===== config.mk =====
export PLATFORM = sky130hd
export DESIGN_NAME = fetch_controller
export DESIGN_NICKNAME = d
export VERILOG_FILES = /design/src/rtl/fetch_controller.sv
export SDC_FILE = /design/constraint.sdc
export NUM_CORES = 1
export LEC_CHECK = 0
export CAP_MARGIN = 20
export CORE_MARGIN = 10
export CORE_UTILIZATION = 30
export CTS_CLUSTER_SIZE = 12
export DETAILED_ROUTE_END_ITERATION = 8
export PLACE_DENSITY = 0.49
export SLEW_MARGIN = 20
export SYNTH_ARGS = -nofsm -noshare
export SYNTH_HDL_FRONTEND = slang
export SYNTH_SLANG_ARGS = --single-unit

===== constraint.sdc =====
create_clock -name clk -period 12 [get_ports clk]
set_input_delay 3.6 -clock clk [delete_from_list [all_inputs] [get_ports clk]]
set_output_delay 3.6 -clock clk [all_outputs]
set_load 0.05 [all_outputs]

===== src/rtl/fetch_controller.sv =====
// fetch_controller: instruction fetch front end for a synchronous instruction ROM.
// It issues sequential PCs, captures ROM responses into a 2-entry FIFO and offers
// them downstream with a valid/ready handshake. Redirects flush the pipeline.
// Optional feature: define FETCH_MISALIGN_TRAP_EN to trap misaligned redirect
// targets into a HALT state (fault=1). When the macro is absent, the low target
// bits are cleared and the redirect proceeds normally.
module fetch_controller #(
    parameter logic [31:0] RESET_PC  = 32'h0000_0000,
    parameter int          ADDR_SIZE = 7
) (
    input  logic        clk,
    input  logic        rst,
    input  logic        fetch_en,
    input  logic        redirect_valid,
    input  logic [31:0] redirect_pc,
    output logic [31:0] mem_addr,
    input  logic [31:0] mem_inst,
    output logic        out_valid,
    input  logic        out_ready,
    output logic [31:0] out_inst,
    output logic [31:0] out_pc,
    output logic        fault
);

    // ADDR_SIZE only documents the ROM reach; it must still name a bit of a 32-bit address.
    if (ADDR_SIZE < 2 || ADDR_SIZE > 31) begin : g_bad_addr_size
        $error("fetch_controller: ADDR_SIZE must be in 2..31");
    end

    typedef enum logic [1:0] {
        IDLE  = 2'd0,
        FETCH = 2'd1,
        HALT  = 2'd2
    } state_t;

    state_t      r_state;
    state_t      w_state_next;
    logic [31:0] r_next_pc;
    logic [31:0] w_next_pc;
    logic        r_inflight;
    logic        w_inflight;
    logic [31:0] r_inflight_pc;
    logic [31:0] w_inflight_pc;
    logic [31:0] r_buf_inst [2];
    logic [31:0] r_buf_pc   [2];
    logic        r_head;
    logic [1:0]  r_count;
    logic        w_flush;
    logic        w_pop;
    logic        w_push;
    logic        w_misalign;
    logic [31:0] w_target;

    // Word-aligned redirect target; the low two bits never reach the ROM.
    assign w_target = redirect_pc & 32'hFFFF_FFFC;

`ifdef FETCH_MISALIGN_TRAP_EN
    assign w_misalign = (redirect_pc[1:0] != 2'b00);
    assign fault      = (r_state == HALT);
`else
    assign w_misalign = 1'b0;
    assign fault      = 1'b0;
`endif

    // A response is kept unless a redirect in the same cycle makes it stale.
    assign w_push   = r_inflight & ~w_flush;
    assign out_inst = r_buf_inst[r_head];
    assign out_pc   = r_buf_pc[r_head];

    // Next-state, issue decision, ROM address and downstream valid.
    always_comb begin
        w_state_next  = r_state;
        w_next_pc     = r_next_pc;
        w_inflight    = 1'b0;
        w_inflight_pc = r_inflight_pc;
        w_flush       = 1'b0;
        w_pop         = 1'b0;
        mem_addr      = r_next_pc;
        out_valid     = 1'b0;
        case (r_state)
            IDLE: begin
                w_state_next = FETCH;
                if (redirect_valid) begin
                    w_next_pc = w_target;
                end
            end
            FETCH: begin
                if (redirect_valid) begin
                    w_flush = 1'b1;
                    if (w_misalign) begin
                        w_state_next = HALT;
                    end else begin
                        mem_addr = w_target;
                        if (fetch_en) begin
                            w_inflight    = 1'b1;
                            w_inflight_pc = w_target;
                            w_next_pc     = w_target + 32'd4;
                        end else begin
                            w_next_pc = w_target;
                        end
                    end
                end else begin
                    out_valid = (r_count != 2'd0);
                    w_pop     = out_valid & out_ready;
                    if (fetch_en &&
                        (({1'b0, r_count} + {2'b00, r_inflight} - {2'b00, w_pop}) < 3'd2)) begin
                        w_inflight    = 1'b1;
                        w_inflight_pc = r_next_pc;
                        w_next_pc     = r_next_pc + 32'd4;
                    end
                end
            end
            HALT: begin
                w_state_next = HALT;
            end
            default: begin
                w_state_next = IDLE;
            end
        endcase
    end

    // State, PC and in-flight tracking registers.
    always_ff @(posedge clk or posedge rst) begin
        if (rst) begin
            r_state       <= IDLE;
            r_next_pc     <= RESET_PC;
            r_inflight    <= 1'b0;
            r_inflight_pc <= RESET_PC;
        end else begin
            r_state       <= w_state_next;
            r_next_pc     <= w_next_pc;
            r_inflight    <= w_inflight;
            r_inflight_pc <= w_inflight_pc;
        end
    end

    // Two-entry response FIFO; the write slot is head plus occupancy modulo 2.
    always_ff @(posedge clk or posedge rst) begin
        if (rst) begin
            for (int i = 0; i < 2; i++) begin
                r_buf_inst[i] <= 32'h0;
                r_buf_pc[i]   <= RESET_PC;
            end
            r_head  <= 1'b0;
            r_count <= 2'd0;
        end else if (w_flush) begin
            r_head  <= 1'b0;
            r_count <= 2'd0;
        end else begin
            if (w_push) begin
                r_buf_inst[r_head ^ r_count[0]] <= mem_inst;
                r_buf_pc[r_head ^ r_count[0]]   <= r_inflight_pc;
            end
            if (w_pop) begin
                r_head <= ~r_head;
            end
            r_count <= r_count + {1'b0, w_push} - {1'b0, w_pop};
        end
    end

endmodule


==> impl_metrics.json <==
{
  "run_status": "complete, no violations",
  "final.min_clock_period_ns": 10.15,
  "place.gp.congestion": 0.837,
  "worst_pin_slew_ns": 0.972,
  "drt-pass1-iter-count": 6,
  "drcViolationCount": 0,
  "drt_iter0_drc": 516,
  "detailedPlacementHpwl_um": 21800,
  "min_period_over_period": 0.846,
  "routed_wirelength_um": 32000,
  "number_of_flops_mapped_to_enable_cells_by_yosys": 0,
  "cts_tree": "yes",
  "max_cap_viol_count": 0,
  "wl_per_cell_um": 20.2,
  "grt_remaining_overflow": 0,
  "cts_buffer_depth": 2,
  "grt_start_max_net_pins": 129,
  "final_antenna_diode_count": 0,
  "synthesized_instance_count": 986,
  "grt_antenna_before_repair": 1,
  "finalCoreUtilization": 0.381,
  "irDropWorstVdd_uv": 132,
  "placement_rows": 68,
  "setup.worst_path.end_class": "primary output",
  "num_vias": 7943,
  "power_per_cell_area_nw_per_um2": 260,
  "worstPathArrival_ns": 6.55,
  "yosysWarnings": 0,
  "critPathLaunchType": "primary input",
  "place_worst_setup_slack_ns": 1.89,
  "vias_in_the_first_global_route": 8125,
  "die-area_um2": 42900,
  "total_leakage_power_nw": 5.49,
  "synth_area_um2": 10500,
  "vias_per_cell": 5.03,
  "top_level_ports": 167,
  "clock.fmax_ghz": 0.0985,
  "ctsHoldBuffers": 0,
  "setup-tns-final_ns": 0,
  "h-tree-depth": 4,
  "slew_headroom": 0.352,
  "timing.final.setup_violations": 0,
  "clock_sinks": 198,
  "die_h_um": 207,
  "seq_area_frac_synth": 0.471,
  "drive_above_1_share": 0.226,
  "finalHoldViolations": 0,
  "skew_final_ns": 0.0104,
  "coreArea_um2": 34500,
  "cts-buffers-inserted": 17,
  "clk_transition_reported_paths_ns": 0.07,
  "final_nets": 1187,
  "synth_cell_type_count": 61,
  "grt_first_pass_wirelength_um": 50500,
  "async_set_or_reset_flop_fraction_in_the_synthesized_netlist": 1.00,
  "postSynthRegisterBits": 198,
  "area_growth_syn_to_layout_pct": 25.2,
  "instance_area_at_placement_um2": 12500,
  "floorplan.initialDensity": 0.304,
  "ctsRootBufferMaster": "sky130_fd_sc_hd__clkbuf_16",
  "unrepaired_setup_endpoints_after_global_routing": "false",
  "stdcell_area_um2": 13200,
  "critical_path.max_fanout": 25,
  "timing.hold.worst.class": "reg -> reg",
  "clk-insertion-delay-late_ns": 0.45,
  "timing_max_transition_violations_final": 0,
  "timing.critical_path.required_ns": 8.40,
  "io_buffers": 163,
  "cts.repair_timing.setup_buffer_count": 0,
  "synthesized_netlist_net_count": 1061,
  "worst_slack_ns": 1.85,
  "synth-main-ff-cell": "sky130_fd_sc_hd__dfrtp_1",
  "antenna_violating_nets_post_route": 0,
  "cts_resized": 0,
  "design_power_total_mw": 3.43,
  "synth.avg_cell_area_um2": 10.7,
  "fp.dieW_um": 207,
  "grt_use_total": 0.147,
  "criticalPathCategory": "in -> out"
}
[worst max-delay path, stage by stage]
cell	delay [ns]
sky130_fd_sc_hd__buf_2	0.07
sky130_fd_sc_hd__buf_4	0.35
sky130_fd_sc_hd__clkinv_1	0.11
sky130_fd_sc_hd__buf_4	0.24
sky130_fd_sc_hd__nor2_2	0.54
sky130_fd_sc_hd__buf_4	0.43
sky130_fd_sc_hd__nand2_1	0.08
sky130_fd_sc_hd__o21ai_0	0.19
sky130_fd_sc_hd__clkdlybuf4s50_1	0.90
[placed cells by master, fill, tap and decap left out, drive strengths merged, types with 7 or more instances in the layout]
cell / instances
inv: 14
clkbuf: 19
and3: 9
xnor2: 22
nor4: 19
clkdlybuf4s50: 162
and2: 7
nor3: 14
buf: 16
a21oi: 22
mux2: 192
xor2: 12
nor2: 36
nand4: 24
nor2b: 7
nand3: 28
o21ai: 49
clkinv: 8
mux2i: 37
dfrtp: 198
nand2: 140
[per-stage QoR]
| stage | hold slack [ns] | cells |
|---|---|---|
| after floorplan | 0.464 | 986 |
| after global placement | 0.481 | 1547 |
| after detailed placement | 0.487 | 1547 |
| after CTS | 0.504 | 1579 |
| after global routing | 0.517 | 1580 |
| final | 0.502 | 1580 |
[power breakdown]
part           switching [mW]  internal (mW)
Clock                   0.274          0.316
Combinational           0.973          0.692
Sequential              0.209          0.961
[registers in the layout, indices dropped and copies added, names as in the netlist]
name	flops
r_buf_inst	64
r_buf_pc	64
r_inflight_pc	32
r_next_pc	32
r_count	2
r_state	2
r_head	1
r_inflight	1
[synth_stat cells (4+ instances only)]
| cell type | n | area, um2 |
|---|---|---|
| sky130_fd_sc_hd__a211oi_1 | 5 | 37.5 |
| sky130_fd_sc_hd__a21o_1 | 4 | 30.0 |
| sky130_fd_sc_hd__a21oi_1 | 22 | 110 |
| sky130_fd_sc_hd__a31oi_1 | 4 | 25.0 |
| sky130_fd_sc_hd__and2_1 | 7 | 43.8 |
| sky130_fd_sc_hd__and3_1 | 8 | 50.1 |
| sky130_fd_sc_hd__and4_1 | 6 | 52.6 |
| sky130_fd_sc_hd__buf_1 | 4 | 15.0 |
| sky130_fd_sc_hd__buf_2 | 16 | 80.1 |
| sky130_fd_sc_hd__buf_4 | 4 | 30.0 |
| sky130_fd_sc_hd__clkbuf_1 | 46 | 173 |
| sky130_fd_sc_hd__dfrtp_1 | 198 | 4950 |
| sky130_fd_sc_hd__ha_1 | 5 | 62.6 |
| sky130_fd_sc_hd__inv_1 | 9 | 33.8 |
| sky130_fd_sc_hd__mux2_2 | 192 | 2160 |
| sky130_fd_sc_hd__mux2i_1 | 37 | 370 |
| sky130_fd_sc_hd__nand2_1 | 140 | 526 |
| sky130_fd_sc_hd__nand2b_1 | 6 | 37.5 |
| sky130_fd_sc_hd__nand3_1 | 26 | 130 |
| sky130_fd_sc_hd__nand4_1 | 24 | 150 |
| sky130_fd_sc_hd__nor2_1 | 36 | 135 |
| sky130_fd_sc_hd__nor2b_1 | 7 | 43.8 |
| sky130_fd_sc_hd__nor3_1 | 14 | 70.1 |
| sky130_fd_sc_hd__nor4_1 | 18 | 113 |
| sky130_fd_sc_hd__o211ai_1 | 6 | 45.0 |
| sky130_fd_sc_hd__o21ai_0 | 49 | 245 |
| sky130_fd_sc_hd__o22ai_1 | 6 | 37.5 |
| sky130_fd_sc_hd__o32ai_1 | 4 | 35.0 |
| sky130_fd_sc_hd__xnor2_1 | 22 | 193 |
| sky130_fd_sc_hd__xor2_1 | 12 | 105 |
[final timing paths]
kind,start,end,slack (ns),depth (start not counted)
max,redirect_valid,mem_addr[26],1.85,9
min,r_buf_inst[19],r_buf_inst[19],0.50,1
max reg2reg,r_count[1],r_next_pc[30],8.39,10
min reg2reg,r_buf_inst[19],r_buf_inst[19],0.50,1
max in group asynchronous,rst,r_buf_pc[20],6.69,3
min in group asynchronous,rst,r_buf_inst[38],3.73,2
[cell type report]
type                    count  area (um2)
fillers                  3483       21400
multi-input cells         706        5240
flip-flops and latches    198        4960
repair buffers            178        1760
well taps                 455         569
clock buffers              19         443
clock inverters            13         144
inverters                  11        48.8
[metal layers]
| metal | up-vias | GRT usage | part of all wire |
|---|---|---|---|
| li1 | 3788 | - | - |
| met1 | 3936 | 0.201 | 0.49 |
| met2 | 204 | 0.232 | 0.46 |
| met3 | 13 | 0.0331 | 0.048 |
| met4 | 2 | 0.0311 | 0.0063 |
| met5 | - | 0 | 0.00063 |
[kinds of logic after synthesis]
group	synth area share
AND/OR/NAND/NOR	0.141
XOR/XNOR	0.0283
buffers and inverters	0.0333
other	0.000357
AO/OA/AOI/OAI	0.0776
adder cells (fa/ha/maj)	0.00785
multiplexers	0.241
flip-flops	0.471
No activity file was read; power rests on OpenSTA's default activity.
